===== src/rtl/axis_pkt_arbiter.sv =====
// rtl/axis_pkt_arbiter.sv - two-port packet round-robin arbiter feeding a sync FIFO write port
// Optional per-port packet counters: define AXIS_ARB_STATS_EN.
module axis_pkt_arbiter #(
  parameter int WIDTH = 8,
  parameter int CNT_W = 16
) (
  input  logic             clk,
  input  logic             rst,
  input  logic             s0_tvalid,
  output logic             s0_tready,
  input  logic [WIDTH-1:0] s0_tdata,
  input  logic             s0_tlast,
  input  logic             s1_tvalid,
  output logic             s1_tready,
  input  logic [WIDTH-1:0] s1_tdata,
  input  logic             s1_tlast,
  output logic             fifo_wr_en,
  output logic [WIDTH-1:0] fifo_din,
  output logic             fifo_din_last,
  input  logic             fifo_full,
  output logic             busy,
`ifdef AXIS_ARB_STATS_EN
  output logic [CNT_W-1:0] pkt_cnt0,
  output logic [CNT_W-1:0] pkt_cnt1,
`endif
  output logic             grant_id
);

  typedef enum logic [1:0] {IDLE, GRANT0, GRANT1} state_t;

  state_t state, state_next;
  logic   rr_ptr;
  logic   last_acc;

  // rr_ptr names the last-served port; a tie goes to the other one.
  always_ff @(posedge clk or posedge rst) begin
    if (rst) begin
      state    <= IDLE;
      rr_ptr   <= 1'b1;
      grant_id <= 1'b0;
    end else begin
      state <= state_next;
      if (state == IDLE && state_next != IDLE)
        grant_id <= (state_next == GRANT1);
      if (last_acc)
        rr_ptr <= (state == GRANT1);
    end
  end

  always_comb begin
    state_next = state;
    case (state)
      IDLE: begin
        if (s0_tvalid && s1_tvalid)
          state_next = rr_ptr ? GRANT0 : GRANT1;
        else if (s0_tvalid)
          state_next = GRANT0;
        else if (s1_tvalid)
          state_next = GRANT1;
      end
      GRANT0, GRANT1: begin
        if (last_acc)
          state_next = IDLE;
      end
      default: state_next = IDLE;
    endcase
  end

  always_comb begin
    s0_tready     = 1'b0;
    s1_tready     = 1'b0;
    fifo_wr_en    = 1'b0;
    fifo_din      = '0;
    fifo_din_last = 1'b0;
    busy          = 1'b0;
    case (state)
      GRANT0: begin
        busy          = 1'b1;
        s0_tready     = !fifo_full;
        fifo_wr_en    = s0_tvalid && !fifo_full;
        fifo_din      = s0_tdata;
        fifo_din_last = s0_tlast;
      end
      GRANT1: begin
        busy          = 1'b1;
        s1_tready     = !fifo_full;
        fifo_wr_en    = s1_tvalid && !fifo_full;
        fifo_din      = s1_tdata;
        fifo_din_last = s1_tlast;
      end
      default: ;
    endcase
    last_acc = fifo_wr_en && fifo_din_last;
  end

`ifdef AXIS_ARB_STATS_EN
  always_ff @(posedge clk or posedge rst) begin
    if (rst) begin
      pkt_cnt0 <= '0;
      pkt_cnt1 <= '0;
    end else if (last_acc) begin
      if (state == GRANT0)
        pkt_cnt0 <= pkt_cnt0 + 1'b1;
      else
        pkt_cnt1 <= pkt_cnt1 + 1'b1;
    end
  end
`endif

endmodule


===== config.mk =====
export PLATFORM = sky130hd
export DESIGN_NAME = axis_pkt_arbiter
export DESIGN_NICKNAME = d
export VERILOG_FILES = /design/src/rtl/axis_pkt_arbiter.sv
export SDC_FILE = /design/constraint.sdc
export NUM_CORES = 1
export LEC_CHECK = 0
export ABC_AREA = 1
export ABC_CLOCK_PERIOD_IN_PS = 1400
export CAP_MARGIN = 25
export CORE_MARGIN = 2
export CORE_UTILIZATION = 29
export DETAILED_ROUTE_END_ITERATION = 16
export MAX_ROUTING_LAYER = met4
export PLACE_DENSITY_LB_ADDON = 0.15
export SLEW_MARGIN = 20
export SYNTH_ARGS = -nofsm -noshare
export SYNTH_HDL_FRONTEND = slang
export SYNTH_SLANG_ARGS = --single-unit

===== constraint.sdc =====
create_clock -name clk -period 1.4 [get_ports clk]
set_input_delay 0.14 -clock clk [delete_from_list [all_inputs] [get_ports clk]]
set_output_delay 0.14 -clock clk [all_outputs]
set_load 0.1 [all_outputs]

==> results.txt <==
----------------------------------------------------
[Worst setup path]
  Critical path launch point type ... register
  Slowest stage delay, CP ... 400 ps
  Critical path data arrival time ... 1590 ps
  Worst-case reg-to-reg path depth ... 9
  CP cell instances ... buf_4 -> ha_4 -> nand2_1 -> nand2_1 -> nand2_2 -> clkinvlp_4 -> buf_12
  Dominant delay contributor by cell family on the critical path ... buffers and inverters
  Crit Path Category ... register to output pin
  Sort of element at the end of the critical path ... output pin
  Worst reg2reg setup slack ... -270 ps
  Source of the worst register-to-register timing path ... state[0]
  Top cell by count, worst path ... sky130_fd_sc_hd__nand2_1
  Crit path max-delay cell type ... sky130_fd_sc_hd__dfrtp_1
  Number of cells on the critical path ... 7
  Number of buffers and inverters on the critical path ... 3
  R2r endpoint ... state[0]
  Required time of the critical path ... 1260 ps
  Maximum fanout count along the critical path ... 5

[GRT]
  Total gr overflow ... 0
  Initial antenna violation count ... 0
  Maximum number of pins on one net before global-route repair ... 8
  Number of global-route vias before repair ... 804
  First-pass GRT wire length ... 3.75 mm
  Overall routing resource usage ... 28.4%

[STA]
  Share of the clock period used by the worst path ... 123%
  Fmax ... 0.580 GHz
  Final setup violation count ... 17
  Unrepaired setup endpoints after global routing ... true
  Final setup margin ... -325 ps
  Clock skew after layout ... 0.711 ps
  Min cycle time layout ... 1730 ps
  Final count of hold timing violations ... 0
  Max-slew violation total from the final report ... 0
  Tightest slew margin relative to the limit ... 77.3%
  Slew @ Worst Pin ... 338 ps

[Placed design]
  HPWL reported at the end of detailed placement ... 1.56 mm
  Number of port buffers ... 36
  Weighted congestion at the end of routability-driven global placement ... 0.895
  Cells after DPL ... 140

[Detailed routing]
  Initial detailed-routing violation count ... 14
  Final ANT Viol Nets ... 0
  Drt pass-1 iters ... 4
  Vias ... 784
  Wire length per cell after detailed routing ... 18.3 µm
  DRC violation count after routing ... 0
  Routed Wire Length ... 2.78 mm
  Vias per Instance ... 5.16

[Floorplanning]
  Die outline height ... 44.1 µm
  Total I/O pin count ... 37
  Number of core rows ... 14
  Starting density of the core ... 30.9%
  Core outline area ... 1510 µm²
  Chip Width ... 44.1 µm
  Die area ... 1940 µm²

[Synthesis]
  #FFs+latches synth ... 4
  Netlist area before placement ... 465 µm²
  Number of distinct library cells after synthesis ... 17
  Net count after synthesis ... 103
  Instance count of the mapped netlist ... 76
  Syn. warnings ... 0
  Average size of a mapped cell ... 6.12 µm²
  Fraction of the yosys area taken by sequential cells ... 21.8%

[Final layout]
  Count of antenna diodes in the layout ... 0
  Multi-input gate area ... 477 µm²
  Most frequent standard cell in the layout excluding fill and tap cells ... sky130_fd_sc_hd__nand2_1
  Layout cell share with drive strength beyond 1 ... 52.9%
  Final-layout fill cell count ... 53
  Final design utilization ... 92.8%
  Count of placed standard cells in the final layout, fillers left out ... 152
  Area used by sequential logic in the layout ... 101 µm²
  Most used cells in the layout excluding fill and tap cells ... 25 x sky130_fd_sc_hd__nand2_1, 22 x sky130_fd_sc_hd__clkdlybuf4s50_1, 14 x sky130_fd_sc_hd__buf_12, 12 x sky130_fd_sc_hd__buf_4, 9 x sky130_fd_sc_hd__buf_6
  Signed area change from the synthesized netlist to the final layout ... 200%
  Net count, final ... 164

[Clocking]
  Clk root buf ... sky130_fd_sc_hd__clkbuf_4
  CTS tree ... yes
  Register clock-pin slew on the reported worst setup and hold paths ... 40 ps
  Source-to-sink clock delay at the later pin of the worst-skew pair ... 240 ps
  H-tree depth reported by CTS ... 1
  Num Clock Sinks ... 4
  Number of buffers created by CTS ... 3
  Hold_buf cts ... 0
  Worst-case clock buffer depth ... 2

[Status]
  Violations in the final reports ... setup timing
  Run status ... finished, violations left

[Min path]
  Type of the most critical hold path ... primary input to asynchronous set/reset pin

[Flow run]
  Max Cap Viol ... 0

----------------------------------------------------
==> cell families (layout without fill, tap and decap cells) <==
group / Yosys count / after routing / share of synthesized area, %
fa+ha+maj: 4 / 4 / 10.8
simple gates: 39 / 39 / 34.9
flops: 4 / 4 / 21.8
buf+inv: 15 / 75 / 15.9
compound gates: 14 / 14 / 16.7
==> worst max path at each step <==
stage                   from       endpoint
finish              state[1]  fifo_din_last
global route        state[0]     fifo_wr_en
global placement    state[0]       grant_id
detailed placement  state[0]       grant_id
CTS                 state[0]     fifo_wr_en
floorplan           state[0]    fifo_din[0]
==> metrics by stage <==
step | worst slack [ps] | setup TNS [ps] | hold slack (ps) | area [µm²]
finish | -325 | -4160 | 129 | 1400
floorplan | -361 | -4630 | -94.6 | 616
global route | -373 | -5170 | 160 | 1400
global placement | -87.2 | -390 | 338 | 1220
detailed placement | -195 | -1310 | 339 | 1220
CTS | -280 | -3390 | 90.0 | 1350
==> state kept, by name (all words and copies together) (netlist names) <==
| name | cells |
|---|---|
| grant_id | 1 |
| state | 2 |
| rr_ptr | 1 |
==> cell type report <==
class                   instances  share of cell area, %
well taps                      16                   1.43
inverters                      13                   4.74
multi-input cells              57                   34.1
clock buffers                   4                   1.88
repair buffers                 58                   50.6
flip-flops and latches          4                   7.25
==> routing by layer <==
metal,track usage [%],vias to the layer above,share of wire [%]
li1,-,354,-
met5,-,-,0
met3,7.76,14,5.8
met1,27.0,371,35
met4,8.48,0,4.2
met2,54.4,45,55
==> Yosys cell counts <==
| master | n | area [µm²] |
|---|---|---|
| sky130_fd_sc_hd__dfrtp_1 | 3 | 75.1 |
| sky130_fd_sc_hd__inv_1 | 12 | 45.0 |
| sky130_fd_sc_hd__o22ai_1 | 1 | 6.26 |
| sky130_fd_sc_hd__dfstp_2 | 1 | 26.3 |
| sky130_fd_sc_hd__o21bai_2 | 1 | 11.3 |
| sky130_fd_sc_hd__a21oi_1 | 11 | 55.1 |
| sky130_fd_sc_hd__nand3_1 | 2 | 10.0 |
| sky130_fd_sc_hd__and2_1 | 1 | 6.26 |
| sky130_fd_sc_hd__nor2_2 | 2 | 12.5 |
| sky130_fd_sc_hd__buf_6 | 1 | 11.3 |
| sky130_fd_sc_hd__nand3_2 | 1 | 10.0 |
| sky130_fd_sc_hd__o21ai_0 | 1 | 5.00 |
| sky130_fd_sc_hd__nor2_1 | 4 | 15.0 |
| sky130_fd_sc_hd__nand2_1 | 29 | 109 |
| sky130_fd_sc_hd__ha_1 | 4 | 50.1 |
| sky130_fd_sc_hd__clkbuf_8 | 1 | 13.8 |
| sky130_fd_sc_hd__inv_2 | 1 | 3.75 |
==> repair_timing <==
action	CTS	global route
gates cloned	1	0
setup endpoints to repair	17	17
resized for setup	18	9
setup buffers	5	2
pin swaps	2	2
Power is left out: the tool's default activity adds up to more than one toggle a clock period on the data nets, which glitch-free logic cannot reach.
